--- src/rtl/seg_scan_capture.sv ---
// seg_scan_capture: readback monitor for the multiplexed 7-segment display path.
// Resyncs the scan lines, captures settled digits and decodes complete frames.
module seg_scan_capture #(
  parameter int SETTLE_CYC  = 4,
  parameter int TIMEOUT_CYC = 65535
) (
  input  logic       clk,
  input  logic       rst,
  input  logic [6:0] Catodo,
  input  logic [3:0] Seleccion,
  output logic [3:0] unidades_bcd,
  output logic [3:0] decenas_bcd,
  output logic [6:0] temp_bin,
  output logic [1:0] estado_cod,
  output logic [6:0] actividad_seg,
  output logic       frame_valid,
  output logic       frame_err,
  output logic       stale
);

  localparam int CW = $clog2(SETTLE_CYC + 1);
  localparam logic [CW-1:0] CNT_MAX = CW'(SETTLE_CYC);
  localparam logic [CW-1:0] CNT_CAP = CW'(SETTLE_CYC - 2);
  localparam logic [15:0] T_MAX = 16'(TIMEOUT_CYC);
  localparam logic [15:0] T_EXP = 16'(TIMEOUT_CYC - 1);

  typedef enum logic [1:0] {
    IDLE,
    COLLECT,
    CHECK
  } state_t;

  state_t state;

  logic [10:0]   s1, s2, prv;
  logic [CW-1:0] cnt;
  logic [6:0]    slot [4];
  logic [3:0]    seen;
  logic [15:0]   tcnt;

  logic [3:0] sel;
  logic [3:0] oh;
  logic [1:0] idx;
  logic       same;
  logic       cap;
  logic       expire;
  logic [4:0] u_dec, t_dec;
  logic [2:0] s_dec;
  logic       ok;
  logic [6:0] temp;

  function automatic logic [4:0] dec_bcd(input logic [6:0] p);
    case (p)
      7'b0000001: dec_bcd = {1'b1, 4'd0};
      7'b1001111: dec_bcd = {1'b1, 4'd1};
      7'b0010010: dec_bcd = {1'b1, 4'd2};
      7'b0000110: dec_bcd = {1'b1, 4'd3};
      7'b1001100: dec_bcd = {1'b1, 4'd4};
      7'b0100100: dec_bcd = {1'b1, 4'd5};
      7'b0100000: dec_bcd = {1'b1, 4'd6};
      7'b0001111: dec_bcd = {1'b1, 4'd7};
      7'b0000000: dec_bcd = {1'b1, 4'd8};
      7'b0000100: dec_bcd = {1'b1, 4'd9};
      default:    dec_bcd = 5'd0;
    endcase
  endfunction

  function automatic logic [2:0] dec_state(input logic [6:0] p);
    case (p)
      7'b1001111: dec_state = {1'b1, 2'd1};
      7'b0010010: dec_state = {1'b1, 2'd2};
      7'b0000110: dec_state = {1'b1, 2'd3};
      default:    dec_state = 3'd0;
    endcase
  endfunction

  always_comb begin
    sel = s2[10:7];
    oh  = ~sel;
    idx = 2'd0;
    case (sel)
      4'b1110: idx = 2'd0;
      4'b1101: idx = 2'd1;
      4'b1011: idx = 2'd2;
      4'b0111: idx = 2'd3;
      default: idx = 2'd0;
    endcase
    same   = (s2 == prv);
    // one capture per dwell: the count saturates past the capture point
    cap    = same && (cnt == CNT_CAP) && $onehot(oh);
    expire = !cap && (tcnt == T_EXP);
    u_dec  = dec_bcd(slot[0]);
    t_dec  = dec_bcd(slot[1]);
    s_dec  = dec_state(slot[2]);
    ok     = u_dec[4] & t_dec[4] & s_dec[2];
    temp   = 7'(t_dec[3:0]) * 7'd10 + 7'(u_dec[3:0]);
  end

  always_ff @(posedge clk) begin
    if (rst) begin
      s1            <= '1;
      s2            <= '1;
      prv           <= '1;
      cnt           <= '0;
      for (int i = 0; i < 4; i++) slot[i] <= '0;
      seen          <= '0;
      tcnt          <= '0;
      state         <= IDLE;
      unidades_bcd  <= '0;
      decenas_bcd   <= '0;
      temp_bin      <= '0;
      estado_cod    <= '0;
      actividad_seg <= '0;
      frame_valid   <= 1'b0;
      frame_err     <= 1'b0;
      stale         <= 1'b0;
    end else begin
      s1  <= {Seleccion, Catodo};
      s2  <= s1;
      prv <= s2;
      if (!same) cnt <= '0;
      else if (cnt != CNT_MAX) cnt <= cnt + 1'b1;

      frame_valid <= 1'b0;
      frame_err   <= 1'b0;

      if (cap) begin
        slot[idx] <= s2[6:0];
        tcnt      <= '0;
      end else if (tcnt != T_MAX) begin
        tcnt <= tcnt + 16'd1;
      end

      case (state)
        IDLE: begin
          if (cap) begin
            seen  <= oh;
            state <= COLLECT;
          end
        end
        COLLECT: begin
          if (cap) seen <= seen | oh;
          if (seen == 4'hF) state <= CHECK;
        end
        CHECK: begin
          if (ok) begin
            unidades_bcd  <= u_dec[3:0];
            decenas_bcd   <= t_dec[3:0];
            temp_bin      <= temp;
            estado_cod    <= s_dec[1:0];
            actividad_seg <= slot[3];
            frame_valid   <= 1'b1;
            stale         <= 1'b0;
          end else begin
            frame_err <= 1'b1;
          end
          seen  <= cap ? oh : 4'h0;
          state <= COLLECT;
        end
        default: state <= IDLE;
      endcase

      if (expire) begin
        stale <= 1'b1;
        seen  <= '0;
        state <= IDLE;
      end
    end
  end

endmodule

--- config.mk ---
export PLATFORM = sky130hd
export DESIGN_NAME = seg_scan_capture
export DESIGN_NICKNAME = d
export VERILOG_FILES = /design/src/rtl/seg_scan_capture.sv
export SDC_FILE = /design/constraint.sdc
export NUM_CORES = 1
export LEC_CHECK = 0
export CAP_MARGIN = 30
export CORE_ASPECT_RATIO = 0.5
export CORE_MARGIN = 2
export CORE_UTILIZATION = 29
export DETAILED_ROUTE_END_ITERATION = 16
export PLACE_DENSITY = 0.51
export SKIP_CTS_REPAIR_TIMING = 1
export SYNTH_ARGS = -nofsm -noshare
export SYNTH_HDL_FRONTEND = slang
export SYNTH_SLANG_ARGS = --single-unit
--- constraint.sdc ---
create_clock -name clk -period 2.8 [get_ports clk]
set_input_delay 0.28 -clock clk [delete_from_list [all_inputs] [get_ports clk]]
set_output_delay 0.28 -clock clk [all_outputs]
set_load 0.1 [all_outputs]
==> results.py <==
metrics = {
    "status": {
        "status": "complete, but fails checks",
        "violations": "negative setup slack",
    },
    "cells_and_area": {
        "drive_above_1_share": 0.254,
        "mostFrequentLayoutCells": "dfxtp_1 (83), buf_4 (67), or2_2 (35)",
        "fin_cells": 824,
        "area_growth_pct": 23.4,
        "nets": 620,
        "fill_cells": 1749,
        "fin_area_mm2": 0.00638,
        "antenna_cells": 0,
        "final_common_cell": "dfxtp_1",
    },
    "worst_hold_path": {
        "hold_end": "s2[3]",
        "hp-class": "reg2reg",
        "min_path_cells": 1,
        "min-delay-start": "s1[3]",
    },
    "die": {
        "die-width_um": 193,
        "io_pins": 40,
        "coreArea_mm2": 0.0174,
        "die-area_mm2": 0.0190,
        "start_util": 0.297,
        "rows": 34,
        "dieHeight_um": 98.4,
    },
    "drt": {
        "post-route-drc-count": 0,
        "vias_per_cell": 4.67,
        "final_antenna_net_count": 0,
        "drt_iter0_drc": 214,
        "routedWlPerCell_um": 13.3,
        "dr.pass1.iters": 4,
        "vias": 3850,
        "wl_um": 11000,
    },
    "placed_design": {
        "dpl_cell_area_mm2": 0.00595,
        "dp_hpwl_um": 7730,
        "io_buffers": 39,
        "placed_cells": 803,
        "gp_congestion": 0.820,
    },
    "cts": {
        "clkTransAtPathRegs_ns": 0.08,
        "insertion_delay_ns": 0.35,
        "cts_buffer_depth": 2,
        "numCtsBuffers": 9,
        "cts.htree.levels": 3,
        "cts_tree": "built",
        "cts_root_buf": "clkbuf_16",
        "clock_sinks": 112,
    },
    "critical_path": {
        "r2r_cells": 9,
        "end_kind": "register",
        "path_class": "reg2reg",
        "crit_family": "simple AND/OR/NAND/NOR gates",
        "rr_startpoint": "slot[1][1]",
        "max_stage_delay_ns": 0.61,
        "required_ns": 3.09,
        "cp-start-kind": "register",
        "crit_slowest_cell": "or4_4",
        "cp.arrival_ns": 3.12,
        "r2r_setup_slack_ns": -0.04,
        "crit_chain": "or4_4 -> o21ai_1 -> and3b_2 -> ha_4 -> ha_4 -> fa_1 -> xnor2_1 -> or3_1 -> a21oi_2",
        "r2r-end": "temp_bin[5]",
        "crit_top_cell": "ha_4",
        "crit_buf_inv": 0,
        "cp_max_fo": 6,
    },
    "sta": {
        "setup_viol": 1,
        "drv_slew": 0,
        "worst_pin_slew_ns": 0.602,
        "period_minus_slack_ns": 2.84,
        "final_hold_viol_count": 0,
        "period_share": 1.01,
        "fmaxAchievable_ghz": 0.353,
        "holdWs_ns": 0.410,
        "skew_ns": 0.00832,
        "setup_tns_ns": -0.0354,
        "setup_ws_ns": -0.0354,
        "rsz0062_at_grt": "yes",
        "slew_headroom": 0.595,
    },
    "global_route": {
        "grt_max_degree": 42,
        "grt_overflow": 0,
        "grt_pass1_vias": 3776,
        "grt_pass1_wl_um": 18400,
        "grt_usage": 0.123,
        "antenna_found_initial": 0,
    },
    "power_and_ir_drop": {
        "power.density_mw_per_mm2": 497,
        "power.leakage_nw": 2.38,
        "ir_drop_uv": 263,
    },
    "logic_synthesis": {
        "netlist_area_mm2": 0.00517,
        "syn_avg_cell_area_um2": 10.0,
        "synth-edff-count": 28,
        "synthArstFlopShare": 0,
        "synthesis.nets": 552,
        "synthCells": 517,
        "yosysUniqueCellTypes": 60,
        "synth_flop_cell": "dfxtp_1",
        "ys_ff_latch": 112,
        "synth_warnings": 0,
        "yosysSeqAreaShare": 0.488,
    },
    "job": {
        "maxCapViolations": 0,
    },
}
-- power by group --
group          total (W)  internal, W  leakage, nW  switching [W]
logic           0.000208    0.0000991         1.27       0.000109
registers        0.00172      0.00169        0.973      0.0000303
clock network    0.00124     0.000619        0.140       0.000620
-- logic make-up (layout without fill, tap and decap cells) --
family | count (synthesis) | count (layout) | synth area share
multiplexers | 3 | 3 | 0.00605
flip-flops | 112 | 112 | 0.488
AND/OR/NAND/NOR | 219 | 219 | 0.248
AO/OA/AOI/OAI | 92 | 92 | 0.112
buffers and inverters | 35 | 108 | 0.0303
XOR/XNOR | 34 | 34 | 0.0576
adder cells (fa/ha/maj) | 22 | 22 | 0.0576
-- routing by layer --
| layer | vias up | track usage | wire [um] |
|---|---|---|---|
| li1 | 1983 | - | - |
| met4 | 0 | 0.0505 | 280 |
| met1 | 1791 | 0.160 | 5490 |
| met5 | - | 0 | 0 |
| met3 | 19 | 0.0331 | 393 |
| met2 | 57 | 0.192 | 4830 |
-- flip-flops by register name, indices dropped and copies added (netlist names) --
signal,flops
frame_valid,1
unidades_bcd,4
temp_bin,6
seen,4
state,2
cnt,3
tcnt,16
actividad_seg,7
decenas_bcd,4
prv,11
frame_err,1
stale,1
estado_cod,2
s2,11
s1,11
slot,28
-- how the worst max path moves through the flow --
| stage | cells past startpoint | startpoint | slack, ns | to |
|---|---|---|---|---|
| floorplan | 10 | s2[7] | 0.01 | slot[1][0] |
| detailed placement | 10 | slot[1][1] | 0.00003 | temp_bin[6] |
| CTS | 10 | slot[1][1] | -0.004 | temp_bin[6] |
| global placement | 11 | slot[1][1] | 0.05 | temp_bin[6] |
| global route | 8 | slot[1][1] | -0.14 | temp_bin[5] |
| finish | 9 | slot[1][1] | -0.04 | temp_bin[5] |
-- stage by stage --
stage	util	total power (W)	setup WS [ns]
2_1_floorplan	-	0.00188	0.0113
3_3_place_gp	0.342	0.00196	0.0483
3_5_place_dp	0.342	0.00196	0.0000289
4_1_cts	0.358	0.00322	-0.00390
5_1_grt	0.367	0.00332	-0.140
6_report	0.367	0.00317	-0.0354
-- cell usage after synthesis (all sizes together) (3+ instances only) --
| master | instances | area [um2] |
|---|---|---|
| edfxtp | 28 | 841 |
| xor2 | 21 | 184 |
| fa | 3 | 60.1 |
| xnor2 | 13 | 114 |
| a21boi | 3 | 22.5 |
| or4 | 4 | 33.8 |
| inv | 12 | 45.0 |
| dfxtp | 84 | 1680 |
| ha | 19 | 238 |
| nor4 | 6 | 37.5 |
| a21oi | 29 | 145 |
| o21ai | 30 | 154 |
| or3 | 5 | 36.3 |
| nor3 | 15 | 80.1 |
| buf | 9 | 58.8 |
| a211oi | 4 | 30.0 |
| nor4b | 3 | 32.5 |
| and2 | 31 | 194 |
| nand2 | 19 | 71.3 |
| nor2b | 10 | 62.6 |
| clkbuf | 14 | 52.6 |
| or2 | 37 | 231 |
| and3 | 3 | 18.8 |
| nand3 | 14 | 75.1 |
| o22a | 5 | 43.8 |
| a31oi | 4 | 25.0 |
| nand4 | 26 | 163 |
| nor2 | 31 | 116 |
| nand2b | 5 | 31.3 |
-- area by class of cell --
class | count | area [um2] | area share
Clock buffer | 10 | 229 | 0.0359
Clock inverter | 6 | 56.3 | 0.00883
Inverter | 12 | 45.0 | 0.00706
Multi-Input combinational cell | 370 | 2590 | 0.407
Sequential cell | 112 | 2520 | 0.396
Tap cell | 234 | 293 | 0.0459
Timing Repair Buffer | 80 | 638 | 0.100
(Power assumes the default switching activity.)
